[src/rtl/stream_in_vector_ping_pong_if.sv]
// Scalar sample stream in, N-element vector stream out, for the ping-pong collector.
interface stream_in_vector_ping_pong_if #(
   parameter int BITS = 8,
   parameter int N    = 3
);
   logic            in_valid;
   logic            in_ready;
   logic            in_first;
   logic [BITS-1:0] a;
   logic            out_valid;
   logic            out_ready;
   logic [BITS-1:0] c [N];
   logic            drop;

   modport master (
      output in_valid, in_first, a, out_ready,
      input  in_ready, out_valid, c, drop
   );

   modport slave (
      input  in_valid, in_first, a, out_ready,
      output in_ready, out_valid, c, drop
   );
endinterface

[src/rtl/stream_in_vector_ping_pong.sv]
// Collects N samples into a vector across two banks; vector valid the cycle after its last sample.
// in_ready drops only when both banks hold unread vectors; out_ready never reaches in_ready combinationally.
module stream_in_vector_ping_pong #(
   parameter int BITS = 8,
   parameter int N    = 3
) (
   input  logic                          clk,
   input  logic                          rst,
   stream_in_vector_ping_pong_if.slave   bus
);
   localparam int IW = (N > 1) ? $clog2(N) : 1;

   logic [BITS-1:0] bank [2][N];
   logic [1:0]      full;
   logic            wr_bank;
   logic            rd_bank;
   logic [IW-1:0]   wr_idx;
   logic            drop_q;

   logic            accept;
   logic            consume;
   logic            restart;
   logic [IW-1:0]   eidx;

   always_comb begin
      bus.in_ready  = !rst && !full[wr_bank];
      accept        = bus.in_valid && bus.in_ready;
      consume       = full[rd_bank] && bus.out_ready;
      // in_first mid-vector rewinds the filling bank to element 0
      restart       = bus.in_first && (wr_idx != '0);
      eidx          = restart ? '0 : wr_idx;
      bus.out_valid = full[rd_bank];
      bus.drop      = drop_q;
      for (int i = 0; i < N; i++) begin
         bus.c[i] = bank[rd_bank][i];
      end
   end

   always_ff @(posedge clk) begin
      if (rst) begin
         for (int b = 0; b < 2; b++) begin
            for (int i = 0; i < N; i++) begin
               bank[b][i] <= '0;
            end
         end
         full    <= '0;
         wr_bank <= 1'b0;
         rd_bank <= 1'b0;
         wr_idx  <= '0;
         drop_q  <= 1'b0;
      end else begin
         drop_q <= accept && restart;
         // A consumed bank is always full and a written bank never is, so the two never collide
         if (consume) begin
            full[rd_bank] <= 1'b0;
            rd_bank       <= ~rd_bank;
         end
         if (accept) begin
            bank[wr_bank][eidx] <= bus.a;
            if (eidx == IW'(N - 1)) begin
               full[wr_bank] <= 1'b1;
               wr_idx        <= '0;
               wr_bank       <= ~wr_bank;
            end else begin
               wr_idx <= eidx + IW'(1);
            end
         end
      end
   end
endmodule

[src/flat_wrapper.sv]
// flat-port wrapper written by rule: the top's interface ports become plain ports
module stream_in_vector_ping_pong_flat 
#(
   parameter int BITS = 8,
   parameter int N    = 3
)
  (clk, rst, bus_in_valid, bus_in_first, bus_a, bus_out_ready, bus_in_ready, bus_out_valid, bus_c, bus_drop);
  stream_in_vector_ping_pong_if #(.BITS(BITS), .N(N)) bus_i ();
  input  logic clk;
  input  logic rst;
  input wire logic [$bits(bus_i.in_valid)-1:0] bus_in_valid;
  input wire logic [$bits(bus_i.in_first)-1:0] bus_in_first;
  input wire logic [$bits(bus_i.a)-1:0] bus_a;
  input wire logic [$bits(bus_i.out_ready)-1:0] bus_out_ready;
  output wire logic [$bits(bus_i.in_ready)-1:0] bus_in_ready;
  output wire logic [$bits(bus_i.out_valid)-1:0] bus_out_valid;
  output wire logic [$bits(bus_i.c)-1:0] bus_c;
  output wire logic [$bits(bus_i.drop)-1:0] bus_drop;
  assign bus_i.in_valid = bus_in_valid;
  assign bus_i.in_first = bus_in_first;
  assign bus_i.a = bus_a;
  assign bus_i.out_ready = bus_out_ready;
  assign bus_in_ready = bus_i.in_ready;
  assign bus_out_valid = bus_i.out_valid;
  assign bus_c = {>>{bus_i.c}};
  assign bus_drop = bus_i.drop;
  stream_in_vector_ping_pong #(.BITS(BITS), .N(N)) u_core (.clk(clk), .rst(rst), .bus(bus_i));
endmodule
[config.mk]
export PLATFORM = sky130hd
export DESIGN_NAME = stream_in_vector_ping_pong_flat
export DESIGN_NICKNAME = d
export VERILOG_FILES = /design/src/rtl/stream_in_vector_ping_pong_if.sv /design/src/rtl/stream_in_vector_ping_pong.sv /design/src/flat_wrapper.sv
export SDC_FILE = /design/constraint.sdc
export NUM_CORES = 1
export LEC_CHECK = 0
export ABC_AREA = 0
export CAP_MARGIN = 20
export CORE_AREA = 5 5 78 80
export DETAILED_ROUTE_END_ITERATION = 6
export DIE_AREA = 0 0 83 85
export GPL_ROUTABILITY_DRIVEN = 0
export PLACE_DENSITY = 0.78
export SYNTH_ARGS = -nofsm -noshare
export SYNTH_HDL_FRONTEND = slang
export SYNTH_SLANG_ARGS = --single-unit
export TNS_END_PERCENT = 1
[constraint.sdc]
create_clock -name clk -period 1.66 [get_ports clk]
set_clock_uncertainty 0.05 [all_clocks]
set_input_delay 0.332 -clock clk [delete_from_list [all_inputs] [get_ports clk]]
set_output_delay 0.332 -clock clk [all_outputs]
set_load 0.1 [all_outputs]
==> metrics.md, run 1 <==
| Metric | Value |
|---|---|
| H-tree Lvls | `2` |
| Global-route wire length before repair | `8370 um` |
| Die height | `around 85 um` |
| Final setup fails | `32` |
| Fillers | `a little under 400` |
| RR Startpoint | `u_core.wr_idx[0]` |
| Worst Path Max Fanout | `6` |
| Slowest cell on the critical path | `dfxtp_4` |
| Max-cap violations | `0` |
| Critical path's largest stage delay | `0.43 ns` |
| RSZ-0062 raised after global routing | `yes` |
| GRT met1 Usage | `0.182` |
| Die area | `approximately 0.0071 mm^2` |
| Gr usage total | `0.150` |
| Met2 usage | `0.273` |
| Nets | `around 250` |
| Period Utilization, post-route | `1.08` |
| Largest net degree at the start of global routing | `17` |
| Via/cell ratio | `5.12` |
| Failing checks | `negative setup slack` |
| Hold depth | `3` |
| IO Count | `40` |
| Mapped Avg Cell Area | `14.3 um^2` |
| Hold Crit Class | `in -> reg` |
| I/O Buffers | `39` |
| CP Cell Sequence | `clkbuf_16 > mux2_4 > buf_12` |
| Grt ovf | `0` |
| CTS buffer count | `5` |
| Post-Syn Instances | `174` |
| Top Usage Layer GRT | `met2` |
| TritonCTS clock tree | `done` |
| Placement Setup Slack | `-0.384 ns` |
| Hold Slack | `0.476 ns` |
| Die width | `83 um` |
| Outcome | `finished, violations left` |
| # clock sinks | `56` |
| GRT met3 Usage | `0.0350` |
| Root Buffer | `clkbuf_8` |
| Starting Density | `0.466` |
| Hpwl dp | `3550 um` |
| Worst path required time | `1.28 ns` |
| Max VDD drop | `0.479 mV` |
| Yosys reg bits | `56` |
| Clock transition at the registers of the reported paths | `0.09 ns` |
| Min Tclk post-route | `1.79 ns` |
| Max Transition Viols Final | `0` |
| Crit start category | `register` |
| FF-to-FF End | `u_core.bank[0][0]` |
| Crit end category | `primary output` |
| Worst Path Arrival | `1.41 ns` |
| Worst-case reg-to-reg path depth | `3` |
| Avg WL per Cell | `17.3 um` |
| Antenna-violating nets left | `0` |
| Setup CP Type | `reg -> out` |
| P per Cell Area | `813 mW/mm^2` |
| Ant diodes | `0` |
| DRT iter0 DRCs | `89` |
| FFs w/ async S/R, synth | `0` |
| Mapped cell area | `between 0.002 and 0.0025 mm^2` |
| DRC Markers | `0` |
| Mapped Nets | `187` |
| Clk_lat worst skew | `0.30 ns` |
| Core ar. | `0.00534 mm^2` |
| Hold-fix buffers at CTS | `0` |
| Drt pass-1 iters | `4` |
| WL final | `between 5000 and 6000 um` |
| Most used DFF post-synth | `edfxtp_1` |
| End-of-flow core utilization | `0.686` |
| TNS Setup | `-2.76 ns` |
| Vias post-DR | `1,561` |
| Seq/Total Area, Yosys | `0.645` |
| Post-CTS Setup Inserts | `0` |
| Actual slew at the worst max-slew pin | `0.408 ns` |
| Area growth from synthesis to layout | `47.3%` |
| Post-route setup slack | `-0.132 ns` |
| Leakage | `1.45 nW` |
| Reg2reg setup slack | `0 ns` |
| Yosys warns | `0` |
| Rel. slew slack | `0.726` |
| Fmax | `558 MHz` |
| Clock Tree Buf Depth | `2` |
| Initial antenna violation count | `0` |
| Hold Path Origin | `bus_in_first` |
| Row Count | `27` |
| Post-synth EDFFs | `48` |
| Hold path endpoint | `u_core.bus.drop` |
| Final Hold Fails | `0` |
| Vias in the first global route | `between 1,500 and 2,000` |
| Distinct cells, synth | `29` |
| Ratio of cells with drive above 1 in the final layout | `0.395` |
==> cell families (layout without fill, tap and decap cells) <==
family	Yosys count	count (layout)	share of synthesized area
flip-flops	56	56	0.645
multiplexers	28	28	0.128
buffers and inverters	10	69	0.0186
AND/OR/NAND/NOR	68	68	0.180
AO/OA/AOI/OAI	12	12	0.0287
==> final cells by class <==
class | count | area, um^2 | share of cell area
clock buffer | 7 | 86.3 | 0.0236
clock inverter | 1 | 7.51 | 0.00205
inverter | 1 | 3.75 | 0.00103
multi-input combinational | 108 | 946 | 0.258
sequential | 56 | 1610 | 0.440
tap | 72 | 90.1 | 0.0246
timing repair buffer | 60 | 917 | 0.251
==> timing repair <==
item / in CTS / in global routing
gates resized for setup: 20 / 12
cloned: 1 / 1
setup endpoints to repair: 41 / 66
==> flip-flops by register name, summed over array words and instances (netlist names), named ones only <==
signal           cells
u_core.bank         48
u_core.bus.drop      1
u_core.full          2
u_core.rd_bank       1
u_core.wr_bank       1
u_core.wr_idx        2
==> how the worst max path moves through the flow <==
| stage | endpoint | slack [ns] |
|---|---|---|
| after detailed placement | u_core.bank[0][0] | -0.38 |
| after floorplan | bus_c[0] | -0.16 |
| after global placement | u_core.bank[0][0] | -0.35 |
| final | bus_c[4] | -0.13 |
| after global routing | bus_c[4] | -0.17 |
| after CTS | bus_c[7] | -0.15 |
==> metal layers <==
| layer | wire length [um] | vias up |
|---|---|---|
| met1 | 2260 | 765 |
| met5 | 0 | - |
| met4 | 50 | 0 |
| met3 | 202 | 6 |
| li1 | - | 757 |
| met2 | 2750 | 33 |
==> metrics by stage <==
step                std cells  cell area (um^2)  power, mW
finish                    305              3660       2.98
CTS                       304              3590       2.98
floorplan                 174              2490       1.97
global placement          295              3410       2.22
detailed placement        295              3410       2.23
global route              305              3660       3.07
==> report_power, final <==
part | internal (mW) | switching [mW] | leakage (nW)
combinational | 0.242 | 0.358 | 0.851
sequential | 1.59 | 0.0236 | 0.552
clock | 0.340 | 0.422 | 0.0445
total | 2.17 | 0.803 | 1.45
==> cells in the final DEF (no fill, tap or decap) <==
cell type        count
nand3_1              3
edfxtp_1            48
a31oi_1              1
clkbuf_1             1
a21o_1               3
nor3b_1              1
clkbuf_16            1
nor3b_4              1
buf_4               14
nor3_2               1
nor2_4               1
a21oi_1              4
mux2_4              25
buf_12              32
or2_2                2
dfxtp_4              2
and4b_1              1
and2_1              32
clkdlybuf4s50_1     11
mux2i_1              1
buf_16               1
mux2_2               2
nand2b_1             2
nor3_1               6
or4b_4               1
nor2b_1              2
clkinvlp_4           1
o21bai_1             1
nor2_1               2
and3_1              10
nor4_4               1
o21ai_0              3
dlygate4sd2_1        1
nor3b_2              1
inv_1                1
clkbuf_8             6
dfxtp_1              6
and3b_1              1
==> critical path: cells and delay by family (launching register included) <==
family	cells	cell delay, ns
muxes	1	0.33
DFF	1	0.43
buffers and inverters	2	0.35
==> synthesized netlist by cell type, drive strengths merged (3+ instances only) <==
library cell,instances,share of area
edfxtp,48,0.58
nor2,3,0.0045
and3,10,0.025
nor3,7,0.016
nor3b,3,0.011
nand3,3,0.0060
a21o,3,0.0091
dfxtp,8,0.064
clkbuf,7,0.011
a21oi,4,0.0081
o21ai,3,0.0060
mux2,27,0.12
and2,32,0.081
Note: power is estimated with default switching activity, not from simulation.
==> run 2: changes to the inputs <==
--- a/config.mk
+++ b/config.mk
@@ -7,11 +7,11 @@
 export LEC_CHECK = 0
 export ABC_AREA = 0
 export CAP_MARGIN = 20
-export CORE_AREA = 5 5 78 80
+export CORE_AREA = 5 5 73 75
 export DETAILED_ROUTE_END_ITERATION = 6
-export DIE_AREA = 0 0 83 85
+export DIE_AREA = 0 0 78 80
 export GPL_ROUTABILITY_DRIVEN = 0
-export PLACE_DENSITY = 0.78
+export PLACE_DENSITY = 0.84
 export SYNTH_ARGS = -nofsm -noshare
 export SYNTH_HDL_FRONTEND = slang
 export SYNTH_SLANG_ARGS = --single-unit
==> constraint.sdc (replaced) <==
create_clock -name clk -period 2.3 [get_ports clk]
set_clock_uncertainty 0.05 [all_clocks]
set_input_delay 0.46 -clock clk [delete_from_list [all_inputs] [get_ports clk]]
set_output_delay 0.46 -clock clk [all_outputs]
set_load 0.1 [all_outputs]
==> metrics.md, run 2 (same netlist as run 1, synthesis figures left out) <==
| Metric | Value |
|---|---|
| Nets | `235 (-4.1%)` |
| Antenna-violating nets left | `0 (unchanged)` |
| Finished Layout Cells | `277 (-9.2%)` |
| Post-route cell area | `0.00334 mm^2 (-8.9%)` |
| Vias post-DR | `1,518 (-2.8%)` |
| Clock transition at the registers of the reported paths | `0.10 ns (about the same)` |
| DRT iter0 DRCs | `139 (+56%)` |
| I/O Buffers | `39 (unchanged)` |
| IO Count | `40 (unchanged)` |
| Core ar. | `0.00460 mm^2 (-14%)` |
| Fmax | `490 MHz` |
| Pint | `1.51 mW (-30%)` |
| Commonest non-fill, non-tap cell in the layout | `edfxtp_1` |
| Hold Crit Class | `reg -> reg` |
| Max Transition Viols Final | `0 (unchanged)` |
| Drt pass-1 iters | `4 (unchanged)` |
| Grt ovf | `0 (unchanged)` |
| Largest reg by FF count | `u_core.bank` |
| Post-route setup slack | `0.259 ns (+0.392 ns)` |
| RSZ-0062 raised after global routing | `no` |
| Largest net degree at the start of global routing | `25 (+8)` |
| Avg WL per Cell | `17.2 um (-0.28%)` |
| P per Cell Area | `630 mW/mm^2 (-23%)` |
| WL final | `4770 um (-9.4%)` |
| Placement Setup Slack | `0.138 ns (+0.521 ns)` |
| Hold-fix buffers at CTS | `0 (unchanged)` |
| Outcome | `finished, final reports clean` |
| Die area | `0.00624 mm^2 (-12%)` |
| DRC Markers | `0 (unchanged)` |
| Post-cts repair resize count | `0 (-100%)` |
| Placed insts | `269 (-8.8%)` |
| Period Utilization, post-route | `0.887` |
| Final Hold Fails | `0 (unchanged)` |
| Hold Slack | `0.496 ns (+0.0200 ns)` |
| Sw Ratio | `0.279 (+0.00953)` |
| # clock sinks | `56 (unchanged)` |
| H-tree Lvls | `2 (unchanged)` |
| Area growth from synthesis to layout | `34.2%` |
| Reg2reg setup slack | `0.62 ns (+0.62 ns)` |
| Max VDD drop | `0.357 mV (-26%)` |
| Vias in the first global route | `1,594 (-4.5%)` |
| Commonest non-fill, non-tap cells in the layout | `edfxtp_1 (48), and2_1 (32), mux2_2 (26), buf_12 (26)` |
| Post-CTS Setup Inserts | `0 (unchanged)` |
| Max-cap violations | `0 (unchanged)` |
| CTS buffer count | `5 (unchanged)` |
| Ratio of cells with drive above 1 in the final layout | `0.359 (-0.0361)` |
| TritonCTS clock tree | `done` |
| Post-placement cell area | `0.00324 mm^2 (-4.8%)` |
| Pwr Total | `2.10 mW (-29%)` |
| Rel. slew slack | `0.746 (+0.0204)` |
| Psw | `0.587 mW (-27%)` |
| Clock share of power | `0.255 (about the same)` |
| Worst Path Max Fanout | `8 (+2)` |
| Initial antenna violation count | `0 (unchanged)` |
| Die height | `80 um (-5.9%)` |
| Via/cell ratio | `5.48 (+7.1%)` |
| Gr usage total | `0.164 (+0.0131)` |
| Actual slew at the worst max-slew pin | `0.377 ns (-0.0303 ns)` |
| Crit end category | `primary output` |
| End-of-flow core utilization | `0.725 (+0.0398)` |
| Ant diodes | `0 (unchanged)` |
| Clk_lat worst skew | `0.30 ns (about the same)` |
| Worst Path Arrival | `1.53 ns (+0.12 ns)` |
| Biggest regs | `u_core.bank (48), u_core.full (2), u_core.wr_idx (2)` |
| Starting Density | `0.540 (+0.0749)` |
| Worst path required time | `1.79 ns (+0.51 ns)` |
| TNS Setup | `0 ns (+2.76 ns)` |
| Min Tclk post-route | `2.04 ns` |
| Row Count | `25 (-7.4%)` |
| Final setup fails | `0 (-100%)` |
| Setup CP Type | `reg -> out` |
| Die width | `78 um (-6.0%)` |
| Crit start category | `register` |
| Root Buffer | `clkbuf_8` |
| Leakage | `1.30 nW (-10%)` |
| Clock Tree Buf Depth | `2 (unchanged)` |
| Hpwl dp | `3510 um (-0.89%)` |
| Max reg flops | `48 (unchanged)` |
| Comb power frac | `0.191 (-0.010)` |
| Global-route wire length before repair | `7800 um (-6.8%)` |
| Register share of total power | `0.554 (+0.011)` |
==> run 2: cell types whose count changed in the layout (fill, tap and decap cells not counted), moves of 2 or more <==
cell,delta
dfxtp_4,-2
dfxtp_1,+2
buf_12,-6
mux2_4,-24
buf_4,-2
mux2_2,+24
==> run 2: per-layer routing <==
metal / routed length [um] / GRT usage
met5: 0 / 0
met4: 53 / 0.0439
met1: 1870 / 0.191
met3: 220 / 0.0384
met2: 2630 / 0.300
==> run 2: power groups by stage <==
stage	logic, mW	clock network [mW]	registers, mW
after floorplan	0.235	0	1.18
after global placement	0.398	0	1.19
after detailed placement	0.403	0	1.19
after CTS	0.404	0.543	1.16
after global routing	0.414	0.599	1.17
final	0.401	0.536	1.16
==> run 2: path summary, 6_finish.rpt <==
kind / startpoint / to / depth (start not counted)
worst max-delay path: u_core.wr_bank / bus_in_ready / 3
worst min-delay path: u_core.wr_idx[1] / u_core.wr_idx[1] / 2
worst max register to register: u_core.wr_bank / u_core.bank[0][5] / 3
worst min register to register: u_core.wr_idx[1] / u_core.wr_idx[1] / 2
==> run 2: cell type report <==
class | instances | area (um^2)
Inverter | 1 | 3.75
Timing Repair Buffer | 50 | 731
Clock buffer | 5 | 68.8
Clock inverter | 3 | 23.8
Multi-Input combinational cell | 108 | 840
Sequential cell | 56 | 1600
Fill cell | 307 | 1260
Tap cell | 54 | 67.6
==> run 2: worst max-delay path: stages, from the launching register on <==
cell and delay (ns):
dfxtp_1 0.51, mux2_4 0.39, nor2_2 0.15, buf_12 0.19
==> edit 1 (config.mk and constraints of run 2) <==
`BITS` is set to 8 in 3 places; all go to 6.
--- a/src/rtl/stream_in_vector_ping_pong_if.sv
+++ b/src/rtl/stream_in_vector_ping_pong_if.sv
@@ -1,6 +1,6 @@
 // Scalar sample stream in, N-element vector stream out, for the ping-pong collector.
 interface stream_in_vector_ping_pong_if #(
-   parameter int BITS = 8,
+   parameter int BITS = 6,
    parameter int N    = 3
 );
    logic            in_valid;
--- a/src/rtl/stream_in_vector_ping_pong.sv
+++ b/src/rtl/stream_in_vector_ping_pong.sv
@@ -1,7 +1,7 @@
 // Collects N samples into a vector across two banks; vector valid the cycle after its last sample.
 // in_ready drops only when both banks hold unread vectors; out_ready never reaches in_ready combinationally.
 module stream_in_vector_ping_pong #(
-   parameter int BITS = 8,
+   parameter int BITS = 6,
    parameter int N    = 3
 ) (
    input  logic                          clk,
--- a/src/flat_wrapper.sv
+++ b/src/flat_wrapper.sv
@@ -1,7 +1,7 @@
 // flat-port wrapper written by rule: the top's interface ports become plain ports
 module stream_in_vector_ping_pong_flat 
 #(
-   parameter int BITS = 8,
+   parameter int BITS = 6,
    parameter int N    = 3
 )
   (clk, rst, bus_in_valid, bus_in_first, bus_a, bus_out_ready, bus_in_ready, bus_out_valid, bus_c, bus_drop);
Ports: changed (resized bus_a and bus_c); port bits go from 40 to 32. The function was not compared with the original's and may differ.
==> edit 1 against run 2 <==
- wire length decreased by 21%
- sequential cell count is 12 lower
- worst hold slack gained 29 ps
- final area fell by 20%
- cell count down 14%
- synthesized cell count decreased by 20%
- power is 15% lower
- setup slack worse by 15 ps
- area after synthesis shrank 22%
- largest cell class unchanged
- largest power group unchanged
- highest routed layer unchanged
==> edit 1: results (changes against run 2) <==
{
  "logic_synthesis": {
    "synth.lib_cells_used.distinct": {"value": 28, "change": "-3.4%"},
    "share_of_synthesized_area_occupied_by_flip_flops_and_latches": {"value": 0.6404, "change": "-0.004098"},
    "mappedNetlistNets": {"value": 151, "change": "-19%"},
    "synthesis.area_per_instance": {"value": 13.84, "unit": "um2", "change": "-3.1%"},
    "synthTopCellsByArea": "edfxtp_1, mux2_2, dfxtp_1"
  },
  "place": {
    "post_dp_cell_area": {"value": 2547, "unit": "um2", "change": "-21%"},
    "placement.io_buffers": {"value": 31, "change": "-21%"},
    "place_hpwl": {"value": 2818, "unit": "um", "change": "-20%"},
    "preCtsSetupSlack": {"value": 129.6, "unit": "ps", "change": "-8.090 ps"},
    "numPlacedInstances": {"value": 229, "change": "-15%"}
  },
  "power_and_ir_drop": {
    "powerDensity": {"value": 669.9, "unit": "nW/um2", "change": "+6.4%"},
    "seq_power_share": {"value": 0.513, "change": "-0.041"},
    "power_leakage": {"value": 1.041, "unit": "nW", "change": "-20%"},
    "internal_power": {"value": 1.333, "unit": "mW", "change": "-12%"}
  },
  "layout": {
    "nonClockBufferCount": {"value": 39, "change": "-22%"},
    "n_clock_buffer": {"value": 6, "change": "+1"},
    "numSequentialCells": {"value": 44, "change": "-21%"},
    "final_layout_size_suffix_gt1_frac": {"value": 0.3333, "change": "-0.02541"},
    "bufAreaShareNonClock": {"value": 0.2092, "change": "-0.009818"},
    "inv_count": {"value": 2, "change": "+1"},
    "multiInputGateArea": {"value": 675.6, "unit": "um2", "change": "-20%"},
    "multi_input_cells": {"value": 90, "change": "-17%"},
    "clockNetworkAreaShare": {"value": 0.04053, "change": "+0.01277"},
    "largest_registers": "u_core.bank: 36 flops, u_core.full: 2 flops, u_core.wr_idx: 2 flops",
    "finalNetCount": {"value": 193, "change": "-18%"}
  },
  "timing": {
    "max_slew.worst_pin.slew": {"value": 405.5, "unit": "ps", "change": "+28.05 ps"}
  },
  "global_routing": {
    "grt_max_degree": {"value": 19, "change": "-24%"},
    "grt_met2_usage": {"value": 0.2245, "change": "-0.07513"}
  },
  "run_status": {
    "status": "finished clean"
  },
  "setup_path": {
    "setup.reg_to_reg.worst_slack": {"value": 590, "unit": "ps", "change": "-30 ps"}
  }
}
## edit 1: cell types whose count changed after synthesis, moves of 5 or more
cell and change:
clkbuf_1 -5, and2_1 -8, edfxtp_1 -12, mux2_2 -6
## edit 1: worst paths after layout
path | from | endpoint | cells past startpoint
max | rst | bus_in_ready | 4
min | u_core.full[0] | u_core.full[0] | 2
max reg2reg | u_core.wr_bank | u_core.bank[1][6] | 3
min reg2reg | u_core.full[0] | u_core.full[0] | 2
## edit 1: logic make-up (layout without fill, tap and decap cells)
group / after synthesis / count (layout) / share of synthesized area
flops: 44 / 44 / 0.6404
mux: 21 / 21 / 0.1214
buf+inv: 6 / 49 / 0.01226
compound gates: 15 / 15 / 0.05100
simple gates: 54 / 54 / 0.1749
## edit 1: worst max-delay path, cell delays in order
cell and delay (ps):
clkdlybuf4s50_1 510, buf_4 230, nor2_2 160, buf_12 190
==> edit 2 (flow settings as in run 2) <==
Made on the original files. Make the reset (`rst`) asynchronous in one clocked block.
--- a/src/rtl/stream_in_vector_ping_pong.sv
+++ b/src/rtl/stream_in_vector_ping_pong.sv
@@ -36,7 +36,7 @@
       end
    end
 
-   always_ff @(posedge clk) begin
+   always_ff @(posedge clk or posedge rst) begin
       if (rst) begin
          for (int b = 0; b < 2; b++) begin
             for (int i = 0; i < N; i++) begin
Function: differs if rst is asserted again (counterexample within 4 cycles, from zero or initial values and one cycle with rst high); with rst held inactive, the same outputs for 10 cycles.
==> edit 2 against run 2 <==
- area after synthesis decreased by 0.65%
- non-clock buffer count shrank 8
- setup slack got worse by 72 ps
- via count decreased by 3.2%
- cell count is 6.1% lower
- synthesized cell count down 6.9%
- utilization shrank 0.87 points
- sequential cell count shrank 1
- count of clock-buffer cells in the layout rose by 2
- wire length grew 9.2%
- final area decreased by 1.2%
- highest routed layer unchanged
Power is left out: the tool's default activity adds up to more than one toggle a clock period on the data nets, which glitch-free logic cannot reach.
==> edit 2: results (changes against run 2) <==
{
  "run_status": {
    "status": "finished clean"
  },
  "setup_path": {
    "worst-endpoint-arrival": {"value": 1600, "unit": "ps", "change": "+70 ps"},
    "cp_max_fo": {"value": 8, "change": "unchanged"},
    "critPathSlowestCell": "dfrtp_2",
    "setup.reg_to_reg.worst_slack": {"value": 380, "unit": "ps", "change": "-240 ps"},
    "crit_path_max_cell_delay": {"value": 490, "unit": "ps", "change": "-20 ps"}
  },
  "global_routing": {
    "grt_pass1_vias": {"value": 1604, "change": "+0.63%"},
    "use_met3": {"value": 0.04402, "change": "+0.005643"},
    "grt_util_all_layers": {"value": 0.1759, "change": "+0.01234"},
    "grt_max_degree": {"value": 56, "change": "+120%"},
    "grt_met2_usage": {"value": 0.3005, "change": "+0.0008347"},
    "grt_pass1_wl": {"value": 8404, "unit": "um", "change": "+7.7%"},
    "grt.met1_usage": {"value": 0.2207, "change": "+0.02999"}
  },
  "logic_synthesis": {
    "share_of_synthesized_area_occupied_by_flip_flops_and_latches": {"value": 0.5575, "change": "-0.08698"},
    "synthTopCellsByArea": "dfrtp_1, mux2_2, nand4_2",
    "post_synth_most_frequent_cells": "mux2_2, dfrtp_1, nand2_1",
    "synth_flop_cell": "dfrtp_1",
    "synth.lib_cells_used.distinct": {"value": 22, "change": "-24%"},
    "mappedNetlistNets": {"value": 175, "change": "-6.4%"},
    "async_flop_share": {"value": 1.000, "change": "+1.000"}
  },
  "layout": {
    "fillers": {"value": 300, "change": "-2.3%"},
    "finalNetCount": {"value": 218, "change": "-7.2%"},
    "final_layout_size_suffix_gt1_frac": {"value": 0.6068, "change": "+0.2481"}
  },
  "detailed_routing": {
    "met3WireLength": {"value": 194, "unit": "um", "change": "-12%"},
    "detailroute.wirelength.met2": {"value": 2798, "unit": "um", "change": "+6.5%"},
    "wl_met1": {"value": 2133, "unit": "um", "change": "+14%"},
    "drt-initial-drc-count": {"value": 71, "change": "-49%"},
    "detail_route.wirelength": {"value": 5206, "unit": "um", "change": "+9.2%"},
    "vias_per_cell": {"value": 5.654, "change": "+3.2%"},
    "firstDrtPassIters": {"value": 4, "change": "unchanged"}
  },
  "floorplan": {
    "floorplan.core_area": {"value": 4598, "unit": "um2", "change": "unchanged"}
  },
  "place": {
    "place_hpwl": {"value": 3635, "unit": "um", "change": "+3.4%"}
  },
  "timing": {
    "max-slew-margin-rel": {"value": 0.5552, "change": "-0.1913"}
  },
  "clocking": {
    "cts_max_path_buffers": {"value": 2, "change": "unchanged"},
    "worst_setup_hold_path_clk_slew": {"value": 100, "unit": "ps", "change": "about the same"}
  },
  "worst_hold_path": {
    "hold_depth": {"value": 1, "change": "-1"},
    "min_path_type": "reg -> reg"
  }
}
## edit 2: cell count changes in the layout (fill, tap and decap cells not counted), moves of 5 or more
cell	before	now
and2_1	32	0
and3_1	10	0
buf_4	12	3
dfrtp_1	0	54
dfxtp_1	8	0
edfxtp_1	48	0
mux2_2	26	75
nand2_1	0	5
nor3_1	6	0
## edit 2: cell type report
class                           instances  share of cell area
Clock inverter                          1            0.002278
Sequential cell                        55              0.4180
Clock buffer                            7             0.02923
Tap cell                               54             0.02050
Inverter                                2            0.003417
Multi-Input combinational cell         99              0.3193
Timing Repair Buffer                   42              0.2073
## edit 2: through the flow
step                      utilization  cells  hold slack (ps)  setup slack (ps)  cell area (um2)
final                          0.7167    260            460.2             187.5             3296
after global placement         0.6939    252            432.8             106.8             3191
after detailed placement       0.6939    252            441.9             48.72             3191
after global routing           0.7167    260            476.3             120.2             3296
after floorplan                     -    162            423.7             74.99             2474
after CTS                      0.7165    260            462.0             59.85             3294
## edit 2: worst paths after layout
| check | startpoint | end |
|---|---|---|
| worst max-delay path | u_core.wr_bank | bus_in_ready |
| worst min-delay path | u_core.bank[8] | u_core.bank[8] |
| worst max register to register | u_core.wr_bank | u_core.bank[39] |
| worst min register to register | u_core.bank[8] | u_core.bank[8] |
| max in group asynchronous | rst | u_core.wr_bank |
| min in group asynchronous | rst | u_core.bank[37] |
## edit 2: cell families after synthesis
logic type      count (synthesis)  synth area share
mux                            76            0.3512
flops                          55            0.5575
simple gates                   17           0.05930
buf+inv                         8           0.01672
compound gates                  5           0.01166
xor+xnor                        1          0.003549
## edit 2: repair_timing
item	CTS	global route
hold buffers	0	0
gates resized for setup	0	1
setup endpoints to repair	0	1
